$ cat src/rtl/eth_mdio_ctrl.sv
// Clause-22 MDIO management master for the RMII PHY (eth_clk domain).
// Optional feature macro: ETH_MDIO_LINK_POLL_EN (autonomous BMSR link poll).
//
// Ports:
//   clk, rstn        : 50 MHz eth_clk, synchronous active-low reset
//   eth_rst          : PHY held in reset; controller idles, aborts frames
//   req_*            : host request (valid/ready), write flag, REGAD, data
//   rsp_valid/rdata  : one-cycle completion pulse, read data (0 on writes)
//   link_up          : last polled BMSR[2] (0 without the macro)
//   ETH_MDC/MDIO_*   : management clock and tristate MDIO pad signals
module eth_mdio_ctrl #(
    parameter int         CLK_DIV     = 10,
    parameter logic [4:0] PHY_ADDR    = 5'd1,
    parameter int         POLL_CYCLES = 50_000_000
) (
    input  logic        clk,
    input  logic        rstn,
    input  logic        eth_rst,
    input  logic        req_valid,
    output logic        req_ready,
    input  logic        req_write,
    input  logic [4:0]  req_reg,
    input  logic [15:0] req_wdata,
    output logic        rsp_valid,
    output logic [15:0] rsp_rdata,
    output logic        link_up,
    output logic        ETH_MDC,
    output logic        ETH_MDIO_O,
    output logic        ETH_MDIO_T,
    input  logic        ETH_MDIO_I
);

    localparam int DW = (CLK_DIV > 1) ? $clog2(CLK_DIV) : 1;
    localparam logic [DW-1:0] DIV_LAST = DW'(CLK_DIV - 1);

    if (CLK_DIV < 2 || POLL_CYCLES < 1) begin : g_param_chk
        $error("eth_mdio_ctrl: illegal CLK_DIV or POLL_CYCLES");
    end

    typedef enum logic [1:0] {
        IDLE  = 2'd0,
        SHIFT = 2'd1,
        DONE  = 2'd2
    } state_t;

    state_t state_q, state_d;

    logic [DW-1:0] div_q;
    logic          phase_q;
    logic [5:0]    bit_q;
    logic [62:0]   frame_q;
    logic          rd_q;
    logic [15:0]   shift_q;
    logic          mdc_q, mdo_q, mdt_q;
    logic [15:0]   rdata_q;
    logic          poll_q;
    logic          link_q;

    logic          half_end, bit_end, frame_end;
    logic          start_host, start_poll, start;
    logic          new_rd;
    logic [4:0]    new_reg;
    logic [15:0]   new_wdata;
    logic [63:0]   frame_new;

    assign req_ready  = (state_q == IDLE) & ~eth_rst & rstn;
    assign start_host = req_ready & req_valid;
    assign start      = start_host | start_poll;

    assign half_end  = (div_q == DIV_LAST);
    assign bit_end   = (state_q == SHIFT) & phase_q & half_end;
    assign frame_end = bit_end & (bit_q == 6'd63);

    assign ETH_MDC    = mdc_q;
    assign ETH_MDIO_O = mdo_q;
    assign ETH_MDIO_T = mdt_q;
    assign rsp_rdata  = rdata_q;
    assign rsp_valid  = (state_q == DONE) & ~poll_q;
    assign link_up    = link_q;

`ifdef ETH_MDIO_LINK_POLL_EN
    logic [31:0] timer_q;
    logic        pend_q;

    // Host requests win in IDLE; a poll only starts on an idle bus.
    assign start_poll = (state_q == IDLE) & ~req_valid & pend_q
                      & ~eth_rst & rstn;

    always_ff @(posedge clk) begin
        if (!rstn || eth_rst) begin
            timer_q <= 32'(POLL_CYCLES - 1);
            pend_q  <= 1'b0;
        end else begin
            if (start_poll)
                pend_q <= 1'b0;
            if (timer_q == 32'd0) begin
                pend_q  <= 1'b1;
                timer_q <= 32'(POLL_CYCLES - 1);
            end else begin
                timer_q <= timer_q - 32'd1;
            end
        end
    end

    always_ff @(posedge clk) begin
        if (!rstn || eth_rst)
            poll_q <= 1'b0;
        else if (start)
            poll_q <= start_poll;
    end

    always_ff @(posedge clk) begin
        if (!rstn)
            link_q <= 1'b0;
        else if (frame_end && !eth_rst && poll_q)
            link_q <= shift_q[2];
    end
`else
    assign start_poll = 1'b0;
    assign poll_q     = 1'b0;
    assign link_q     = 1'b0;
`endif

    // Frame image, bit 0 of the wire at the MSB.
    always_comb begin
        new_rd    = 1'b1;
        new_reg   = 5'd1;
        new_wdata = 16'hFFFF;
        if (start_host) begin
            new_rd    = ~req_write;
            new_reg   = req_reg;
            new_wdata = req_write ? req_wdata : 16'hFFFF;
        end
        frame_new = {32'hFFFF_FFFF, 2'b01,
                     new_rd ? 2'b10 : 2'b01,
                     PHY_ADDR, new_reg,
                     new_rd ? 2'b11 : 2'b10,
                     new_wdata};
    end

    always_ff @(posedge clk) begin
        if (!rstn)
            state_q <= IDLE;
        else
            state_q <= state_d;
    end

    always_comb begin
        state_d = state_q;
        unique case (state_q)
            IDLE:    if (start) state_d = SHIFT;
            SHIFT:   if (frame_end) state_d = DONE;
            DONE:    state_d = IDLE;
            default: state_d = IDLE;
        endcase
        if (eth_rst)
            state_d = IDLE;
    end

    always_ff @(posedge clk) begin
        if (!rstn) begin
            div_q   <= '0;
            phase_q <= 1'b0;
            bit_q   <= 6'd0;
            frame_q <= '1;
            rd_q    <= 1'b0;
            shift_q <= 16'd0;
            mdc_q   <= 1'b0;
            mdo_q   <= 1'b1;
            mdt_q   <= 1'b1;
        end else if (eth_rst) begin
            div_q   <= '0;
            phase_q <= 1'b0;
            bit_q   <= 6'd0;
            mdc_q   <= 1'b0;
            mdo_q   <= 1'b1;
            mdt_q   <= 1'b1;
        end else begin
            unique case (state_q)
                IDLE: begin
                    if (start) begin
                        div_q   <= '0;
                        phase_q <= 1'b0;
                        bit_q   <= 6'd0;
                        frame_q <= frame_new[62:0];
                        rd_q    <= new_rd;
                        mdc_q   <= 1'b0;
                        mdo_q   <= frame_new[63];
                        mdt_q   <= 1'b0;
                    end
                end
                SHIFT: begin
                    div_q <= half_end ? '0 : div_q + 1'b1;
                    if (half_end)
                        phase_q <= ~phase_q;
                    // Last low cycle: raise MDC, capture read data.
                    if (half_end && !phase_q) begin
                        mdc_q <= 1'b1;
                        if (bit_q >= 6'd48)
                            shift_q <= {shift_q[14:0], ETH_MDIO_I};
                    end
                    if (bit_end) begin
                        mdc_q <= 1'b0;
                        if (frame_end) begin
                            mdo_q <= 1'b1;
                            mdt_q <= 1'b1;
                        end else begin
                            bit_q   <= bit_q + 6'd1;
                            frame_q <= {frame_q[61:0], 1'b1};
                            mdo_q   <= frame_q[62];
                            // Reads release the pad from TA onwards.
                            mdt_q   <= rd_q & (bit_q >= 6'd45);
                        end
                    end
                end
                default: begin
                end
            endcase
        end
    end

    always_ff @(posedge clk) begin
        if (!rstn)
            rdata_q <= 16'd0;
        else if (frame_end && !eth_rst && !poll_q)
            rdata_q <= rd_q ? shift_q : 16'd0;
    end

endmodule
$ cat config.mk
export PLATFORM = sky130hd
export DESIGN_NAME = eth_mdio_ctrl
export DESIGN_NICKNAME = d
export VERILOG_FILES = /design/src/rtl/eth_mdio_ctrl.sv
export SDC_FILE = /design/constraint.sdc
export NUM_CORES = 1
export LEC_CHECK = 0
export ABC_CLOCK_PERIOD_IN_PS = 1700
export BUFFER_PORTS_ARGS = -buffer_cell sky130_fd_sc_hd__buf_2
export CAP_MARGIN = 20
export CORE_UTILIZATION = 45
export DETAILED_ROUTE_END_ITERATION = 12
export PLACE_DENSITY = 0.66
export SYNTH_ARGS = -nofsm -noshare
export SYNTH_HDL_FRONTEND = slang
export SYNTH_SLANG_ARGS = --single-unit
$ cat constraint.sdc
create_clock -name clk -period 1.7 [get_ports clk]
set_input_delay 0.085 -clock clk [delete_from_list [all_inputs] [get_ports clk]]
set_output_delay 0.085 -clock clk [all_outputs]
set_load 0.02 [all_outputs]
Word level (Yosys, flattened, before mapping)
Cells that the tools add are included.

Flip-flop bits (word level): 112. Latch bits: 0. Memory bits (writable): 0. ROM bits: 0. Input port bits: 27. Output and inout port bits: 22. Logic and storage cells: 84. Memories kept: 0.

Add/sub/neg operators: 2. Multiply operators: 0. Divide/modulo/power cells: 0. Order comparisons: 2. Equal/unequal tests: 10. Shifts and indexed selects: 0. Mux-type cells: 32. Bitwise logic cells: 11. Reduce and logical (&&, ||, !) cells: 16.

Operator list (count): 2-to-1 mux 63 bit (3); one-hot mux 63 bit (2 select lines) (1); 2-to-1 mux 16 bit (2); 2-to-1 mux 6 bit (3); greater-or-equal comparator 6 bit, second input constant (2); one-hot mux 6 bit (2 select lines) (1); AND reduction 3 bit (4); 2-to-1 mux 1 bit (11); inequality test 2 bit, second input constant (5); 2-to-1 mux 4 bit (2); one-hot mux 1 bit (2 select lines) (4); one-hot mux 4 bit (2 select lines) (1); AND reduction 4 bit (2); bitwise AND 1 bit (7); adder 6 x 1 -> 6 bit, second input constant (1); equality test 6 bit, second input constant (1); 2-to-1 mux 2 bit (3); AND reduction 5 bit (1); adder 4 x 1 -> 4 bit, second input constant (1); equality test 4 bit, second input constant (1); inverter 1 bit (4); one-hot mux 2 bit (2 select lines) (1); AND reduction 2 bit (2); inequality test 3 x 2 -> 1 bit, second input constant (1); 7 further kinds (9).

Longest topological paths before layout
Gate-level depths: netlist of the first run.

Depth in word-level cells: 8. Depth in mapped cells: 9. Mapped depth without buffers: 6.

Least setup slack after synthesis of the first run
Ideal clock, no wire load.

Path type: register -> register. Start point: register state_q[0]. End point: register frame_q[24]. Library setup time: 0.122 ns. Arrival time: 1.772 ns. Required time: 1.578 ns. Setup slack: -0.194 ns. Cell stages (with the launch flop): 7. Cells stage by stage: dfxtp_1 > nor4b_4 > nand2_1 > o21a_1 > buf_2 > buf_6 > a221o_1.

Word-level cells in the longest chain between the ends: 6. Elaborated cells between the ends (all ways): 14. Classes of those cells: 4 x eq/ne; 1 x mux; 6 x bitwise; 3 x reduce/logical.

RTL lines: from (decl) (line 46) `state_t state_q, state_d;`; from (signal assigned) (line 145) `state_q <= state_d;`; logical NOT 2 bit (line 66) `assign req_ready = (state_q == IDLE) & ~eth_rst & rstn;`; bitwise AND 1 bit (2 in a row) (line 66); net req_ready (line 20) `output logic req_ready,`; bitwise AND 1 bit (line 67) `assign start_host = req_ready & req_valid;`; inequality test 2 bit (no source line); AND reduction 5 bit (no source line); to (signal assigned) (line 185) `frame_q <= frame_new[62:0];`; to (signal assigned) (line 209) `frame_q <= {frame_q[61:0], 1'b1};`; to (decl) (line 51) `logic [62:0] frame_q;`.

The timed path passes the listed nets, and every way through them passes these cells. A chain may end at the register's enable or synchronous reset.

Worst setup path after layout of the first run
Start point: register div_q[1]. End point: register frame_q[31].

Word-level cells in the longest chain between the ends: 5. Elaborated cells between the ends (all ways): 6. Classes of those cells: 3 x eq/ne; 2 x bitwise; 1 x reduce/logical.

RTL lines: from (decl) (line 48) `logic [DW-1:0] div_q;`; from (signal assigned) (line 193) `div_q <= half_end ? '0 : div_q + 1'b1;`; equality test 4 bit (*) (line 70) `assign half_end = (div_q == DIV_LAST);`; bitwise AND 1 bit (*) (line 71) `assign bit_end = (state_q == SHIFT) & phase_q & half_end;`; bitwise AND 1 bit (line 72) `assign frame_end = bit_end & (bit_q == 6'd63);`; inequality test 2 bit (no source line); AND reduction 5 bit (no source line) (*).

Every way passes the cells marked *; elsewhere a longest branch is shown, timed or not.

==> metrics.txt, run 1 <==
CP startpoint kind flop; xor/xnor share of the synthesized area 0.007503; latest clock arrival within the worst-skew pair around 0.38 ns; P_int between 0.003 and 0.004 W; initial core utilization 0.4712; # IOs between 40 and 50; Mapped Nets between 500 and 600; design area 0.005764 mm2; largest area contributor in the netlist dfxtp_1; pwr dens 792.4 mW/mm2; DRC 0; register bit total from synthesis 112; Async S/R FF share, synth 0; FP Rows 36; dpl hpwl 6134 um; IO Port Bufs 47; Area Overhead vs Synth 23.45%; Tmin final 1.728 ns; worst-path maximum fanout 6; Cell Area, Placed 0.005230 mm2; Sw Pwr 0.001192 W; RSZ-0062 raised after global routing yes; Synth Cell Area 0.004669 mm2; failing checks negative setup slack; WP data arrival 1.99 ns; share of layout cells above drive strength 1 0.2454; CP required 1.96 ns; Post-Synthesis Mean Instance Area roughly 8.8 um2; crit share post-route 1.016; # nets final 626; Via density 5.286; antenna cells 0; number of global-route vias before repair 3,563; GRT overflow 0; first-pass GRT wire length 16,120 um; CP endpoint kind flop; maximum VDD drop about 400 uV; combinational share of power 0.075; Clock Tree Buf Depth 2; DR WL/cell ~13 um; Vert. Die Dim 103.9 um; Placer Congestion 0.7890; crit path cell chain inv_2, ha_4, and3b_2, o2111ai_4, o21a_4, buf_6, a221o_1; core area 0.009910 mm2; Worst path slowest cell dfxtp_2; post-synth top area share 0.4802; CTS tree built; Root Driver clkbuf_8; switching share of power 0.2609; vias 3,869; Slew Viols, Final 0; Post-synth EDFFs 0; sequential area share after synthesis 0.4802; Slew Limit Headroom 0.6598; Synth Area in Simple Gates 0.2157; Fmax achieved 0.5787 GHz; part of the power in registers 0.584; CP peak stage delay 0.34 ns; final setup margin -0.02798 ns; yosys warns 0; DR pass1 iterations 4; status finished with violations; Distinct cells, synth 47; leakage 2.322 nW; Synth Area in Adders 0.01340; max cap viols 0; overall routing resource usage 0.1774; Post-synth top flop dfxtp_1; Post-Syn Instances ~530; worst setup path class flop to flop; Worst-Margin Slew 0.5049 ns; Fin Setup TNS -0.3505 ns; die width approximately 100 um; Synth Area in Compound Gates 0.1431; top cells by area, synth dfxtp_1, mux2i_1, nand2_1, nor2_1, a22oi_1; area of the die about 0.011 mm2; Routed Antenna Nets 0; worst hold path type primary input to flop; mux contribution to synthesized area 0.08789; Clock power frac 0.341; initial antenna violation count 0; largest family of logic cells by synthesized area simple AND/OR/NAND/NOR gates; CTS clk-pin slew, worst paths 0.11 ns; clock sink total between 100 and 150; Post-Route WL 9672 um; initial drt markers 183; H-tree depth 3; largest net degree at the start of global routing 62; clock buffer count from CTS 9; Clock Skews between 0.015 and 0.02 ns; worst hold margin 0.06539 ns; Final Hold Vio Count 0; final setup fails 32
[per-stage QoR]
stage	setup slack [ns]	util	std cells	power, W
final	-0.02798	0.5817	732	0.004568
after CTS	-0.0009941	0.5573	723	0.004590
after global routing	-0.08259	0.5817	732	0.004776
after global placement	0.01099	0.5278	703	0.003034
after detailed placement	-0.08727	0.5278	703	0.003041
after floorplan	-0.08039	-	531	0.002942
[synthesized netlist by cell type (all sizes together), types with 11 or more instances]
| master | n |
|---|---|
| a22oi | 29 |
| nor2 | 64 |
| o21ai | 26 |
| mux2i | 41 |
| clkbuf | 25 |
| nand3 | 21 |
| inv | 11 |
| and3 | 22 |
| buf | 17 |
| nand2 | 79 |
| dfxtp | 112 |
| a21oi | 24 |
[sequential cells by signal (all words and copies together) (netlist names)]
signal	flops
frame_q	63
state_q	2
rsp_rdata	16
ETH_MDC	1
rd_q	1
div_q	4
bit_q	6
ETH_MDIO_O	1
phase_q	1
shift_q	16
ETH_MDIO_T	1
[cell usage in the layout, fill, tap and decap left out, drive strengths merged, types with 4 or more instances in the layout]
cell type | Yosys | layout
mux2i | 41 | 41
nand2 | 79 | 79
clkinv | 0 | 4
clkbuf | 25 | 11
and3 | 22 | 22
dfxtp | 112 | 112
a221o | 5 | 5
inv | 11 | 13
nand3 | 21 | 21
nor3 | 6 | 6
ha | 5 | 5
a21oi | 24 | 24
buf | 17 | 90
o21a | 4 | 4
a22oi | 29 | 29
nor2 | 64 | 64
a32oi | 5 | 5
o21ai | 26 | 26
[kinds of logic (layout without fill, tap and decap cells)]
group,after synthesis,after routing
XOR/XNOR,4,4
buffers and inverters,53,121
multiplexers,41,41
other,1,1
adder cells (fa/ha/maj),5,5
flip-flops,112,112
AO/OA/AOI/OAI,102,102
AND/OR/NAND/NOR,213,213
[cell type report]
class	instances	area, um2
flip-flops and latches	112	2248
multi-input cells	366	2356
clock inverters	7	77.57
well taps	133	166.4
inverters	11	41.29
fillers	899	4145
clock buffers	9	123.9
repair buffers	94	750.7
[routing by layer]
metal | share of wire | global-route usage | up-vias | wire [um]
met1 | 0.50 | 0.2357 | 1839 | 4797
met5 | 0 | 0 | - | 0
met2 | 0.47 | 0.2914 | 57 | 4527
met4 | 0.0055 | 0.04898 | 0 | 53
met3 | 0.030 | 0.03697 | 4 | 294
li1 | - | - | 1969 | -
[worst paths after layout]
path / from / endpoint / slack [ns] / cells after the start
setup / recovery: div_q[1]$_SDFFE_PP0P_ / frame_q[31]$_SDFFE_PN1P_ / -0.03 / 7
setup reg to reg: div_q[1]$_SDFFE_PP0P_ / frame_q[31]$_SDFFE_PN1P_ / -0.03 / 7
hold / removal: req_valid / rd_q$_SDFFE_PN0P_ / 0.07 / 3
hold reg to reg: rsp_rdata[5]$_SDFFE_PN0P_ / rsp_rdata[5]$_SDFFE_PN0P_ / 0.46 / 2
[repair_timing]
item,CTS,global route
setup buffers,2,7
hold buffers,2,0
hold endpoints to repair,2,0
pin swaps,2,8
gates cloned,0,2
setup endpoints to repair,74,84
resized for setup,13,28
[power groups by stage]
stage	combinational (W)	sequential [W]	clock (W)
finish	0.000342	0.00267	0.00156
global route	0.000376	0.00267	0.00173
CTS	0.000323	0.00267	0.00160
detailed placement	0.000315	0.00273	0
global placement	0.000309	0.00273	0
floorplan	0.000215	0.00273	0
[worst max-delay path, delay by kind of cell (launching register included)]
family,cells,cell delay (ns)
adder cells (fa/ha/maj),1,0.11
AO/OA/AOI/OAI,3,0.76
flip-flops,1,0.34
AND/OR/NAND/NOR,1,0.22
buffers and inverters,2,0.19
Note: power is estimated with default switching activity, not from simulation.
==> run 2, diff against run 1 <==
--- a/config.mk
+++ b/config.mk
@@ -10,6 +10,7 @@
 export CAP_MARGIN = 20
 export CORE_UTILIZATION = 45
 export DETAILED_ROUTE_END_ITERATION = 12
+export MAX_ROUTING_LAYER = met4
 export PLACE_DENSITY = 0.66
 export SYNTH_ARGS = -nofsm -noshare
 export SYNTH_HDL_FRONTEND = slang
==> run 2 against run 1 <==
Net effect: the flow still finishes with violations (negative setup slack); routed wire length decreased by 0.56%; critical path depth unchanged; first-iteration DRC count decreased by 10%; clock power about the same.
==> metrics.txt, run 2 (synthesis results as in run 1) <==
Register Area 0.002248 mm2; max cap viols 0; area of the die 0.01079 mm2; Root Driver clkbuf_8; FP Rows 36; H-tree depth 3; pwr dens 792.8 mW/mm2; commonest non-fill, non-tap cell in the layout dfxtp_1; clock sink total ~110; antenna cells 0; Register-to-Register Path Depth 7; # fillers ~900; first-pass GRT wire length 16,130 um; CTS clk-pin slew, worst paths 0.11 ns; DR WL/cell 13.14 um; multi-input logic area between 0.002 and 0.0025 mm2; worst setup path class flop to flop; leakage 2.322 nW; FF-to-FF End frame_q[26]$_SDFFE_PN1P_; GRT overflow 0; Area Overhead vs Synth 23.45%; Worst Hold Depth 3; Worst-Margin Slew a little over 0.5 ns; CTS tree built; Final Power 0.004570 W; Post-Route WL 9618 um; share of layout cells above drive strength 1 0.2454; failing checks negative setup slack; Tmin final about 1.7 ns; crit share post-route 1.018; Slew Limit Headroom 0.6595; latest clock arrival within the worst-skew pair between 0.3 and 0.4 ns; Fmax achieved ~0.58 GHz; IO Port Bufs 47; DR pass1 iterations 4; die width 103.9 um; Vert. Die Dim 103.9 um; Clock Skews 0.01588 ns; RSZ-0062 raised after global routing yes; CP endpoint kind flop; vias 3,872; Finished Core Util 0.5817; initial core utilization 0.4712; Via density 5.290; dpl hpwl 6134 um; FF-to-FF setup slack -0.03 ns; largest register by flop count frame_q; most frequent cells in the layout dfxtp_1, nand2_1, nor2_1, buf_2, mux2i_1; worst-path maximum fanout 6; number of flip-flops in the largest register 63; WP data arrival 2.00 ns; Worst Hold End rd_q$_SDFFE_PN0P_; worst hold path type primary input to flop; clock buffer count from CTS 9; # IOs approximately 50; Routed Antenna Nets 0; status finished with violations; initial antenna violation count 0; Slew Viols, Final 0; CP required 1.97 ns; final setup fails 42; largest net degree at the start of global routing 62; final setup margin -0.03087 ns; Final Hold Vio Count 0; hold path startpoint req_valid; Placer Congestion 0.8001; core area between 0.009 and 0.01 mm2; CP startpoint kind flop; maximum VDD drop 399.1 uV; initial drt markers about 160; number of global-route vias before repair 3,561; overall routing resource usage 0.1830; Fin Setup TNS -0.4327 ns; DRC 0; # nets final roughly 630; Reg-to-Reg Start div_q[1]$_SDFFE_PP0P_; Clock Tree Buf Depth 2
==> run 2: cell counts in the layout (fill, tap and decap cells not counted) <==
No cell type changed its count.
==> run 2: final cells by class <==
| cell class | instances | area share |
|---|---|---|
| well taps | 133 | 0.02887 |
| clock inverters | 7 | 0.01346 |
| flip-flops and latches | 112 | 0.3901 |
| clock buffers | 9 | 0.02149 |
| repair buffers | 94 | 0.1302 |
| multi-input cells | 366 | 0.4087 |
| inverters | 11 | 0.007163 |
==> run 2: metrics by stage <==
step	worst slack, ns	cell area, um2	hold slack, ns	std cells
final	-0.03087	5764	0.06663	732
after global routing	-0.08259	5764	0.07082	732
after CTS	-0.0009941	5523	0.05344	723
after detailed placement	-0.08727	5230	0.3384	703
after global placement	0.01099	5230	0.3361	703
after floorplan	-0.08039	4682	0.2255	531
==> run 2: timing repair <==
| item | in CTS | in global routing |
|---|---|---|
| gates resized for setup | 13 | 28 |
| hold buffers | 2 | 0 |
| pin swaps | 2 | 8 |
| endpoints found under the setup margin | 74 | 84 |
| cloned | 0 | 2 |
| buffers inserted | 2 | 7 |
| endpoints found under the hold margin | 2 | 0 |
==> run 2: where the power goes <==
| group | total, W | switching, W | leakage, nW | internal (W) |
|---|---|---|---|---|
| registers | 0.00267 | 0.0000152 | 0.909 | 0.00265 |
| logic | 0.000341 | 0.000197 | 1.32 | 0.000145 |
| clock network | 0.00156 | 0.000982 | 0.0975 | 0.000579 |
| total | 0.00457 | 0.00119 | 2.32 | 0.00338 |
==> run 2: layer usage <==
layer	global-route usage	vias up	wire length [um]
met1	0.2357	1841	4813
met5	-	-	0
li1	-	1969	-
met2	0.2914	55	4488
met3	0.03885	7	252
met4	0.04898	0	63
==> run 2: critical path, stage by stage (launching register included) <==
cell and delay, ns:
dfxtp_2 0.34, inv_2 0.06, ha_4 0.11, and3b_2 0.22, o2111ai_4 0.17, o21a_4 0.28
buf_6 0.13, a221o_1 0.31
==> run 2: worst max-delay path by stage <==
stage / start / endpoint / cells past startpoint
global placement: div_q[1]$_SDFFE_PP0P_ / frame_q[46]$_SDFFE_PN1P_ / 7
detailed placement: bit_q[0]$_SDFFE_PP0P_ / frame_q[12]$_SDFFE_PN1P_ / 6
finish: div_q[1]$_SDFFE_PP0P_ / frame_q[26]$_SDFFE_PN1P_ / 7
global route: div_q[1]$_SDFFE_PP0P_ / frame_q[0]$_SDFFE_PN1P_ / 8
CTS: div_q[1]$_SDFFE_PP0P_ / bit_q[5]$_SDFFE_PP0P_ / 7
floorplan: state_q[1]$_SDFFE_PP0P_ / frame_q[24]$_SDFFE_PN1P_ / 6
